<file path="src/rtl/prog_loader_if.sv">
// Byte-in / program-memory-out bundle of the program loader.
// master: byte source and memory side (the test bench or the top level).
// slave: the loader itself.
interface prog_loader_if #(
    parameter int ADDR_LENGTH        = 11,
    parameter int INSTRUCTION_LENGTH = 16
);
    logic                          i_start;
    logic [7:0]                    i_rx_data;
    logic                          i_rx_valid;
    logic [ADDR_LENGTH-1:0]        o_pm_addr;
    logic [INSTRUCTION_LENGTH-1:0] o_pm_data;
    logic                          o_pm_we;
    logic [ADDR_LENGTH:0]          o_instr_count;
    logic                          o_load_done;
    logic                          o_load_error;
    logic                          o_cpu_run;

    modport master (
        output i_start, i_rx_data, i_rx_valid,
        input  o_pm_addr, o_pm_data, o_pm_we, o_instr_count,
               o_load_done, o_load_error, o_cpu_run
    );

    modport slave (
        input  i_start, i_rx_data, i_rx_valid,
        output o_pm_addr, o_pm_data, o_pm_we, o_instr_count,
               o_load_done, o_load_error, o_cpu_run
    );
endinterface

</file>
<file path="src/rtl/prog_loader.sv">
// Program loader: assembles MSB-first byte pairs into instruction words,
// writes them to program memory from address 0 and releases the CPU once a
// HALT word has been stored.
// Optional build macro PROG_LOADER_CHECKSUM_EN adds a trailing XOR checksum
// byte that must match before the CPU is released.
module prog_loader #(
    parameter int                       ADDR_LENGTH        = 11,
    parameter int                       INSTRUCTION_LENGTH = 16,
    parameter int                       OPCODE_LENGTH      = 5,
    parameter logic [OPCODE_LENGTH-1:0] HALT_OPCODE        = 5'b00000
) (
    input logic           clk,
    input logic           reset,
    prog_loader_if.slave  bus
);

    typedef enum logic [2:0] {
        IDLE,
        WAIT_HI,
        WAIT_LO,
        WRITE,
`ifdef PROG_LOADER_CHECKSUM_EN
        WAIT_SUM,
`endif
        DONE
    } state_t;

    localparam logic [ADDR_LENGTH-1:0] LAST_ADDR = '1;
    localparam logic [ADDR_LENGTH-1:0] ADDR_ONE  = 1;
    localparam logic [ADDR_LENGTH:0]   COUNT_ONE = 1;

    state_t                        r_state;
    logic [ADDR_LENGTH-1:0]        r_pm_addr;
    logic [INSTRUCTION_LENGTH-1:0] r_pm_data;
    logic                          r_pm_we;
    logic [ADDR_LENGTH:0]          r_instr_count;
    logic                          r_load_done;
    logic                          r_load_error;
    logic                          r_cpu_run;
    logic [7:0]                    r_hi_byte;

    state_t                        w_next_state;
    logic [ADDR_LENGTH-1:0]        w_pm_addr;
    logic [INSTRUCTION_LENGTH-1:0] w_pm_data;
    logic                          w_pm_we;
    logic [ADDR_LENGTH:0]          w_instr_count;
    logic                          w_load_done;
    logic                          w_load_error;
    logic                          w_cpu_run;
    logic [7:0]                    w_hi_byte;
    logic                          w_is_halt;
    logic                          w_is_last;

`ifdef PROG_LOADER_CHECKSUM_EN
    logic [7:0]                    r_sum;
    logic [7:0]                    w_sum;
`endif

    assign w_is_halt = (r_pm_data[INSTRUCTION_LENGTH-1 -: OPCODE_LENGTH] == HALT_OPCODE);
    assign w_is_last = (r_pm_addr == LAST_ADDR);

    // State and all output registers; reset wins over any in-flight byte.
    always_ff @(posedge clk) begin
        if (reset) begin
            r_state       <= IDLE;
            r_pm_addr     <= '0;
            r_pm_data     <= '0;
            r_pm_we       <= 1'b0;
            r_instr_count <= '0;
            r_load_done   <= 1'b0;
            r_load_error  <= 1'b0;
            r_cpu_run     <= 1'b0;
            r_hi_byte     <= '0;
`ifdef PROG_LOADER_CHECKSUM_EN
            r_sum         <= '0;
`endif
        end else begin
            r_state       <= w_next_state;
            r_pm_addr     <= w_pm_addr;
            r_pm_data     <= w_pm_data;
            r_pm_we       <= w_pm_we;
            r_instr_count <= w_instr_count;
            r_load_done   <= w_load_done;
            r_load_error  <= w_load_error;
            r_cpu_run     <= w_cpu_run;
            r_hi_byte     <= w_hi_byte;
`ifdef PROG_LOADER_CHECKSUM_EN
            r_sum         <= w_sum;
`endif
        end
    end

    // Next-state selection; start only matters when no load is in progress.
    always_comb begin
        w_next_state = r_state;
        case (r_state)
            IDLE, DONE: begin
                if (bus.i_start) w_next_state = WAIT_HI;
            end
            WAIT_HI: begin
                if (bus.i_rx_valid) w_next_state = WAIT_LO;
            end
            WAIT_LO: begin
                if (bus.i_rx_valid) w_next_state = WRITE;
            end
            WRITE: begin
                if (w_is_halt) begin
`ifdef PROG_LOADER_CHECKSUM_EN
                    w_next_state = WAIT_SUM;
`else
                    w_next_state = DONE;
`endif
                end else if (w_is_last) begin
                    w_next_state = DONE;
                end else if (bus.i_rx_valid) begin
                    w_next_state = WAIT_LO;
                end else begin
                    w_next_state = WAIT_HI;
                end
            end
`ifdef PROG_LOADER_CHECKSUM_EN
            WAIT_SUM: begin
                if (bus.i_rx_valid) w_next_state = DONE;
            end
`endif
            default: w_next_state = IDLE;
        endcase
    end

    // Next values of the registered outputs; everything holds unless changed.
    always_comb begin
        w_pm_addr     = r_pm_addr;
        w_pm_data     = r_pm_data;
        w_pm_we       = 1'b0;
        w_instr_count = r_instr_count;
        w_load_done   = r_load_done;
        w_load_error  = r_load_error;
        w_cpu_run     = r_cpu_run;
        w_hi_byte     = r_hi_byte;
`ifdef PROG_LOADER_CHECKSUM_EN
        w_sum         = r_sum;
`endif
        case (r_state)
            IDLE, DONE: begin
                if (bus.i_start) begin
                    w_pm_addr     = '0;
                    w_instr_count = '0;
                    w_load_done   = 1'b0;
                    w_load_error  = 1'b0;
                    w_cpu_run     = 1'b0;
`ifdef PROG_LOADER_CHECKSUM_EN
                    w_sum         = '0;
`endif
                end
            end
            WAIT_HI: begin
                if (bus.i_rx_valid) begin
                    w_hi_byte = bus.i_rx_data;
`ifdef PROG_LOADER_CHECKSUM_EN
                    w_sum     = r_sum ^ bus.i_rx_data;
`endif
                end
            end
            WAIT_LO: begin
                if (bus.i_rx_valid) begin
                    w_pm_data = {r_hi_byte, bus.i_rx_data};
                    w_pm_we   = 1'b1;
`ifdef PROG_LOADER_CHECKSUM_EN
                    w_sum     = r_sum ^ bus.i_rx_data;
`endif
                end
            end
            WRITE: begin
                w_instr_count = r_instr_count + COUNT_ONE;
                if (w_is_halt) begin
`ifndef PROG_LOADER_CHECKSUM_EN
                    w_load_done = 1'b1;
                    w_cpu_run   = 1'b1;
`endif
                end else if (w_is_last) begin
                    w_load_done  = 1'b1;
                    w_load_error = 1'b1;
                    w_cpu_run    = 1'b0;
                end else begin
                    w_pm_addr = r_pm_addr + ADDR_ONE;
                    if (bus.i_rx_valid) begin
                        w_hi_byte = bus.i_rx_data;
`ifdef PROG_LOADER_CHECKSUM_EN
                        w_sum     = r_sum ^ bus.i_rx_data;
`endif
                    end
                end
            end
`ifdef PROG_LOADER_CHECKSUM_EN
            WAIT_SUM: begin
                if (bus.i_rx_valid) begin
                    w_load_done = 1'b1;
                    if (bus.i_rx_data == r_sum) begin
                        w_cpu_run = 1'b1;
                    end else begin
                        w_load_error = 1'b1;
                    end
                end
            end
`endif
            default: begin
                w_pm_we = 1'b0;
            end
        endcase
    end

    assign bus.o_pm_addr     = r_pm_addr;
    assign bus.o_pm_data     = r_pm_data;
    assign bus.o_pm_we       = r_pm_we;
    assign bus.o_instr_count = r_instr_count;
    assign bus.o_load_done   = r_load_done;
    assign bus.o_load_error  = r_load_error;
    assign bus.o_cpu_run     = r_cpu_run;

endmodule
</file>
<file path="src/flat_wrapper.sv">
// flat-port wrapper written by rule: the top's interface ports become plain ports
module prog_loader_flat 
#(
    parameter int                       ADDR_LENGTH        = 11,
    parameter int                       INSTRUCTION_LENGTH = 16,
    parameter int                       OPCODE_LENGTH      = 5,
    parameter logic [OPCODE_LENGTH-1:0] HALT_OPCODE        = 5'b00000
)
  (clk, reset, bus_i_start, bus_i_rx_data, bus_i_rx_valid, bus_o_pm_addr, bus_o_pm_data, bus_o_pm_we, bus_o_instr_count, bus_o_load_done, bus_o_load_error, bus_o_cpu_run);
  prog_loader_if #(.ADDR_LENGTH(ADDR_LENGTH), .INSTRUCTION_LENGTH(INSTRUCTION_LENGTH)) bus_i ();
  input logic clk;
  input logic reset;
  input wire logic [$bits(bus_i.i_start)-1:0] bus_i_start;
  input wire logic [$bits(bus_i.i_rx_data)-1:0] bus_i_rx_data;
  input wire logic [$bits(bus_i.i_rx_valid)-1:0] bus_i_rx_valid;
  output wire logic [$bits(bus_i.o_pm_addr)-1:0] bus_o_pm_addr;
  output wire logic [$bits(bus_i.o_pm_data)-1:0] bus_o_pm_data;
  output wire logic [$bits(bus_i.o_pm_we)-1:0] bus_o_pm_we;
  output wire logic [$bits(bus_i.o_instr_count)-1:0] bus_o_instr_count;
  output wire logic [$bits(bus_i.o_load_done)-1:0] bus_o_load_done;
  output wire logic [$bits(bus_i.o_load_error)-1:0] bus_o_load_error;
  output wire logic [$bits(bus_i.o_cpu_run)-1:0] bus_o_cpu_run;
  assign bus_i.i_start = bus_i_start;
  assign bus_i.i_rx_data = bus_i_rx_data;
  assign bus_i.i_rx_valid = bus_i_rx_valid;
  assign bus_o_pm_addr = bus_i.o_pm_addr;
  assign bus_o_pm_data = bus_i.o_pm_data;
  assign bus_o_pm_we = bus_i.o_pm_we;
  assign bus_o_instr_count = bus_i.o_instr_count;
  assign bus_o_load_done = bus_i.o_load_done;
  assign bus_o_load_error = bus_i.o_load_error;
  assign bus_o_cpu_run = bus_i.o_cpu_run;
  prog_loader #(.ADDR_LENGTH(ADDR_LENGTH), .INSTRUCTION_LENGTH(INSTRUCTION_LENGTH), .OPCODE_LENGTH(OPCODE_LENGTH), .HALT_OPCODE(HALT_OPCODE)) u_core (.clk(clk), .reset(reset), .bus(bus_i));
endmodule
</file>
<file path="config.mk">
export PLATFORM = sky130hd
export DESIGN_NAME = prog_loader_flat
export DESIGN_NICKNAME = d
export VERILOG_FILES = /design/src/rtl/prog_loader_if.sv /design/src/rtl/prog_loader.sv /design/src/flat_wrapper.sv
export SDC_FILE = /design/constraint.sdc
export NUM_CORES = 1
export LEC_CHECK = 0
export BUFFER_PORTS_ARGS = -buffer_cell sky130_fd_sc_hd__buf_2
export CAP_MARGIN = 20
export CORE_MARGIN = 3
export CORE_UTILIZATION = 44
export CTS_BUF_LIST = sky130_fd_sc_hd__clkbuf_16
export CTS_CLUSTER_SIZE = 14
export DETAILED_ROUTE_END_ITERATION = 12
export HOLD_SLACK_MARGIN = 0.1
export PLACE_DENSITY_LB_ADDON = 0.12
export SLEW_MARGIN = 20
export SYNTH_ARGS = -nofsm -noshare
export SYNTH_HDL_FRONTEND = slang
export SYNTH_SLANG_ARGS = --single-unit
</file>
<file path="constraint.sdc">
create_clock -name clk -period 2.1 [get_ports clk]
set_clock_uncertainty 0.05 [all_clocks]
set_input_delay 0 -clock clk [delete_from_list [all_inputs] [get_ports clk]]
set_output_delay 0 -clock clk [all_outputs]
set_load 0.01 [all_outputs]
</file>
==> qor.json, run 1 <==
{
  "min_path": {
    "worst_hold_start": "u_core.bus.o_pm_data[3]",
    "holdCritPathClass": "reg -> reg",
    "worst_hold_path.num_cells": 2,
    "hold_crit_endpoint": "u_core.bus.o_pm_data[3]"
  },
  "clocking": {
    "post_cts.resized_instances": 0,
    "clk_root_buf": "clkbuf_16",
    "clk-insertion-delay-late_ps": 290,
    "htree_num_levels": 2,
    "clk_buf_depth": 2,
    "cts_hold_buf": 11,
    "clk_pin_slew_worst_paths_ps": 70,
    "cts-buffers-inserted": 5,
    "tritoncts_clock_tree": "built",
    "postCtsSetupBuffers": 0,
    "tritoncts_num_sinks": 54
  },
  "finish": {
    "finish.cell_count_without_fillers": 432,
    "layout-area-overhead-vs-synth_pct": 27.3,
    "fraction_of_layout_instances_using_a_drive_strength_above_1": 0.232,
    "antennaDiodeCount": 0,
    "final_net_count": 375
  },
  "sta": {
    "final_period_minus_worst_setup_slack_ps": 1960,
    "layout_worst_path_cycle_share": 0.935,
    "drv_slew": 0,
    "finalHoldViolCount": 0,
    "clock.fmax_mhz": 509,
    "unrepaired_setup_endpoints_after_global_routing": "false",
    "final.setup.tns_ps": 0,
    "timing.final.ws_setup_ps": 137,
    "relSlewSlack": 0.596,
    "transition_time_at_the_pin_with_the_least_slew_margin_ps": 604,
    "setup-violations-final": 0
  },
  "yosys": {
    "post_synth_arst_share": 0,
    "synth_cell_types": 47,
    "synth_top_flop_cell": "dfxtp_1",
    "largest_family_of_logic_cells_by_synthesized_area": "simple AND/OR/NAND/NOR gates",
    "synth.cell_area_mm2": 0.00249,
    "synth_seq_cells": 54,
    "synth.yosys.seq_area_share": 0.434,
    "mappedNetlistNets": 305,
    "synthesis.instances": 291,
    "synthSimpleGateAreaFrac": 0.264,
    "yosys-top-cells-area": "dfxtp_1 43%, nand2_1 7.2%, a21oi_1 6.0%",
    "post_synth_mux_area_share": 0.0523,
    "synth.avg_cell_area_um2": 8.56,
    "synth_warnings": 0,
    "yosysMostFrequentCell": "dfxtp_1",
    "post-synth-top-area-cell": "dfxtp_1",
    "synth_fa_ha_area_frac": 0.0101,
    "synth_xor_area_frac": 0,
    "synth_edf_count": 0,
    "synth_compound_area_frac": 0.204,
    "netlist.area_leader.share": 0.434,
    "synth_commonest_cells": "54 x dfxtp_1, 48 x nand2_1, 30 x a21oi_1"
  },
  "worst_setup_path": {
    "worst-path-max-fanout": 11,
    "cp.arrival_ps": 2130,
    "worstPathRequired_ps": 2270,
    "timing.reg2reg.setup_slack_ps": 140,
    "worstReg2RegStart": "u_core.r_state[0]",
    "count_of_cells_along_the_worst_register_to_register_path": 4,
    "endpoint_kind": "register",
    "timing_worst_setup_path_type": "reg -> reg",
    "worst_setup_path_start_kind": "register",
    "regToRegEndpoint": "u_core.bus.o_pm_addr[8]"
  },
  "drt": {
    "drt_iter0_markers": 157,
    "drt_pre_antenna_iters": 4,
    "vias_per_cell": 5.38,
    "postRouteAntennaNets": 0,
    "wl_cell_um": 14.1,
    "detail_route.drc_violations": 0,
    "route.vias.total": 2322,
    "total_wire_length_um": 6100
  },
  "placed_design": {
    "dpl.cell_count": 413,
    "finalWeightedCongestion": 0.865,
    "hpwl_um": 4190,
    "preCtsSetupSlack_ps": 185,
    "numPortBuffers": 54
  },
  "power": {
    "p_per_area_mw_per_mm2": 713,
    "vdd.ir_drop.worst_v": 0.000399,
    "p_leak_nw": 1.27
  },
  "floorplanning": {
    "floorplan.initialDensity": 0.470,
    "die_w_um": 81.2,
    "die_height_um": 81.2,
    "die_area_mm2": 0.00660,
    "boundaryPins": 55,
    "coreArea_mm2": 0.00530,
    "fp-row-count": 26
  },
  "global_routing": {
    "grt_start_max_net_pins": 45,
    "grt_remaining_overflow": 0,
    "number_of_antenna_violations_at_the_first_check_in_global_routing": 0,
    "grt.total_usage": 0.191,
    "number_of_global_route_vias_before_repair": 2084,
    "grt_first_pass_wirelength_um": 10000
  },
  "flow_run": {
    "cap_violations": 0
  },
  "status": {
    "status": "finished, final reports clean"
  }
}
## flip-flops by register name, summed over array words and instances (netlist names)
signal	cells
u_core.r_state	3
u_core.r_hi_byte	8
u_core.bus.o_instr_count	12
u_core.bus.o_load_done	1
u_core.bus.o_pm_we	1
u_core.bus.o_pm_addr	11
u_core.bus.o_load_error	1
u_core.bus.o_cpu_run	1
u_core.bus.o_pm_data	16
## cells in the final DEF, fill, tap and decap left out, types with 2 or more instances in the layout
| cell | Yosys | layout |
|---|---|---|
| buf_2 | 2 | 54 |
| dfxtp_1 | 54 | 54 |
| nand2_1 | 48 | 48 |
| a21oi_1 | 30 | 30 |
| nor2_1 | 19 | 19 |
| nand2b_1 | 16 | 16 |
| buf_4 | 0 | 15 |
| mux2i_1 | 13 | 13 |
| dlygate4sd3_1 | 0 | 11 |
| nand3_1 | 10 | 10 |
| o21ai_0 | 8 | 8 |
| or4_1 | 6 | 6 |
| or3_1 | 6 | 6 |
| clkbuf_16 | 0 | 5 |
| nand3b_1 | 4 | 4 |
| a31oi_1 | 4 | 4 |
| a311oi_1 | 4 | 4 |
| inv_1 | 4 | 4 |
| a211oi_1 | 4 | 4 |
| and2_1 | 3 | 3 |
| and3_1 | 3 | 3 |
| a2111o_1 | 3 | 3 |
| o311ai_0 | 3 | 3 |
| o31ai_1 | 3 | 3 |
| o211ai_1 | 3 | 3 |
| nand4_1 | 2 | 2 |
| nor4_1 | 2 | 2 |
| ha_1 | 2 | 2 |
## metrics by stage
stage          total power [mW]  utilization  hold slack (ps)  area (µm²)
2_1_floorplan              1.24            -             86.0        2490
3_3_place_gp               1.31        0.544              205        2890
3_5_place_dp               1.31        0.544              210        2890
4_1_cts                    2.27        0.598              406        3170
5_1_grt                    2.37        0.598              423        3170
6_report                   2.26        0.598              402        3170
## layer usage
metal | up-vias | global-route usage | part of all wire
met5 | - | 0 | 0
met4 | 0 | 0.0473 | 0.0059
met3 | 4 | 0.0399 | 0.056
met2 | 59 | 0.292 | 0.46
met1 | 1072 | 0.273 | 0.48
li1 | 1187 | - | -
## cells by family (layout without fill, tap and decap cells)
family                     Yosys count  count (layout)
buffers and inverters               21              92
AOI/OAI and AO/OA                   73              73
and+or+nand+nor                    128             128
DFF                                 54              54
adders and majority gates            2               2
muxes                               13              13
## where the power goes
part | switching (mW) | leakage (nW) | total (mW) | internal, mW
sequential | 0.0202 | 0.436 | 1.07 | 1.05
combinational | 0.137 | 0.745 | 0.236 | 0.0995
clock | 0.385 | 0.0844 | 0.955 | 0.569
## how the worst max path moves through the flow
stage | endpoint | start | slack (ps)
floorplan | u_core.bus.o_pm_addr[8] | u_core.r_state[1] | 280
global placement | u_core.bus.o_pm_addr[8] | u_core.r_state[0] | 210
detailed placement | u_core.bus.o_pm_addr[8] | u_core.r_state[0] | 190
CTS | u_core.bus.o_pm_addr[8] | u_core.r_state[0] | 160
global route | u_core.bus.o_pm_addr[8] | u_core.r_state[0] | 50
finish | u_core.bus.o_pm_addr[8] | u_core.r_state[0] | 140
## final cells by class
type,instances,area [µm²]
Clock buffer,5,125
Clock inverter,3,47.5
Fill cell,502,2130
Inverter,4,15.0
Multi-Input combinational cell,216,1320
Sequential cell,54,1080
Tap cell,70,87.6
Timing Repair Buffer,80,493
## critical path: stages (launching register included)
cell and delay [ps]:
dfxtp_1 410, or3b_4 480, a211o_1 340, or4_1 480, a21oi_1 150
(Power assumes the default switching activity.)
==> inputs of run 2 (changes only) <==
CTS_BUF_LIST = default   (was sky130_fd_sc_hd__clkbuf_16)
==> run 2 against run 1 <==
Effect of this change: wire length grew 2.2%; count of clock-buffer cells in the layout is the same; maximum frequency shrank 1.1%; cell count is the same; flip-flop and latch count is the same; die area is the same; critical path type unchanged; largest cell class unchanged; first-iteration DRC count shrank 3.8%; register-to-register slack lost 20 ps; sequential power is essentially flat; highest routed layer unchanged.
==> qor.json, run 2 (synthesis results as in run 1) <==
{
  "drt": {
    "drt_iter0_markers": 151,
    "route.vias.total": 2349,
    "vias_per_cell": 5.44,
    "postRouteAntennaNets": 0,
    "total_wire_length_um": 6240,
    "drt_pre_antenna_iters": 4,
    "detail_route.drc_violations": 0,
    "wl_cell_um": 14.4
  },
  "sta": {
    "transition_time_at_the_pin_with_the_least_slew_margin_ps": 586,
    "layout_worst_path_cycle_share": 0.945,
    "drv_slew": 0,
    "clock.fmax_mhz": 504,
    "final_period_minus_worst_setup_slack_ps": 1980,
    "unrepaired_setup_endpoints_after_global_routing": "false",
    "setup-violations-final": 0,
    "finalHoldViolCount": 0,
    "relSlewSlack": 0.608,
    "final.setup.tns_ps": 0
  },
  "worst_setup_path": {
    "worstPathRequired_ps": 2300,
    "timing_worst_setup_path_type": "reg -> reg",
    "critical_path_buffers_and_inverters": 0,
    "cp.arrival_ps": 2180,
    "cpPeakStageDelay_ps": 480,
    "crit_chain": "or3b_4 > a211o_1 > or4_1 > a21oi_1",
    "worst_setup_path_start_kind": "register",
    "cp_top_family": "simple AND/OR/NAND/NOR gates",
    "worst_path_max_delay_cell": "or3b_4",
    "worst-path-max-fanout": 11,
    "endpoint_kind": "register"
  },
  "clocking": {
    "tritoncts_clock_tree": "built",
    "cts-buffers-inserted": 5,
    "tritoncts_num_sinks": 54,
    "clk_root_buf": "clkbuf_8",
    "clk_buf_depth": 2,
    "clk-insertion-delay-late_ps": 310,
    "htree_num_levels": 2,
    "clk_pin_slew_worst_paths_ps": 110
  },
  "global_routing": {
    "grt_start_max_net_pins": 45,
    "number_of_global_route_vias_before_repair": 2100,
    "number_of_antenna_violations_at_the_first_check_in_global_routing": 0,
    "grt.total_usage": 0.192,
    "grt_first_pass_wirelength_um": 10100,
    "grt_remaining_overflow": 0
  },
  "placed_design": {
    "hpwl_um": 4190,
    "numPortBuffers": 54,
    "finalWeightedCongestion": 0.865
  },
  "floorplanning": {
    "floorplan.initialDensity": 0.470,
    "die_area_mm2": 0.00660,
    "die_height_um": 81.2,
    "die_w_um": 81.2,
    "coreArea_mm2": 0.00530,
    "boundaryPins": 55,
    "fp-row-count": 26
  },
  "power": {
    "p_per_area_mw_per_mm2": 656,
    "post-layout-total-power_mw": 2.04,
    "p_leak_nw": 1.24,
    "vdd.ir_drop.worst_v": 0.000325
  },
  "min_path": {
    "holdCritPathClass": "reg -> reg"
  },
  "finish": {
    "fillers": 508,
    "antennaDiodeCount": 0,
    "layout.cells.most_common_list": "54 x buf_2, 54 x dfxtp_1, 48 x nand2_1",
    "final_net_count": 375,
    "layout-area-overhead-vs-synth_pct": 25.0,
    "largest_reg_flops": 16,
    "fraction_of_layout_instances_using_a_drive_strength_above_1": 0.232
  },
  "status": {
    "status": "finished, final reports clean"
  },
  "flow_run": {
    "cap_violations": 0
  }
}
run 2: cell counts in the layout (fill, tap and decap cells not counted):
Identical to the previous run, type by type.
run 2: per-stage QoR:
| stage | setup WS [ps] | hold slack, ps | std cells | area, µm² | utilization |
|---|---|---|---|---|---|
| 2_1_floorplan | 277 | 86.0 | 291 | 2490 | - |
| 3_3_place_gp | 208 | 205 | 413 | 2890 | 0.544 |
| 3_5_place_dp | 185 | 210 | 413 | 2890 | 0.544 |
| 4_1_cts | 142 | 410 | 432 | 3110 | 0.587 |
| 5_1_grt | 25.6 | 418 | 432 | 3110 | 0.587 |
| 6_report | 115 | 407 | 432 | 3110 | 0.587 |
run 2: worst min-delay path, stage by stage (launching register included):
cell and delay [ps]:
dfxtp_1 320, nand2_1 50, a21oi_1 50
run 2: power by group:
part           switching (mW)  total [mW]  internal, mW
Clock                   0.375       0.737         0.362
Combinational           0.138       0.237        0.0995
Sequential             0.0207        1.07          1.05
run 2: timing repair:
action | CTS | global route
buffers inserted | 0 | 0
hold buffers | 11 | 0
endpoints found under the setup margin | 0 | 0
resized for setup | 0 | 0
endpoints found under the hold margin | 25 | 0
run 2: layer usage:
metal,share of wire,vias to the layer above,GRT usage
li1,-,1187,-
met1,0.49,1101,0.274
met2,0.46,59,0.294
met3,0.044,2,0.0399
met4,0.0048,0,0.0524
met5,0,-,0
run 2: layout make-up:
type	count	area, µm²	share of cell area
sequential	54	1080	0.347
timing repair buffer	80	493	0.158
clock buffer	5	68.8	0.0221
tap	70	87.6	0.0281
clock inverter	3	47.5	0.0153
inverter	4	15.0	0.00482
multi-input combinational	216	1320	0.424
run 2: path summary, 6_finish.rpt:
path | endpoint | cells past startpoint | slack (ps) | from
worst min-delay path | u_core.bus.o_pm_data[3] | 2 | 410 | u_core.bus.o_pm_data[3]
worst min register to register | u_core.bus.o_pm_data[3] | 2 | 410 | u_core.bus.o_pm_data[3]
worst max-delay path | u_core.bus.o_pm_addr[8] | 4 | 120 | u_core.r_state[0]
worst max register to register | u_core.bus.o_pm_addr[8] | 4 | 120 | u_core.r_state[0]
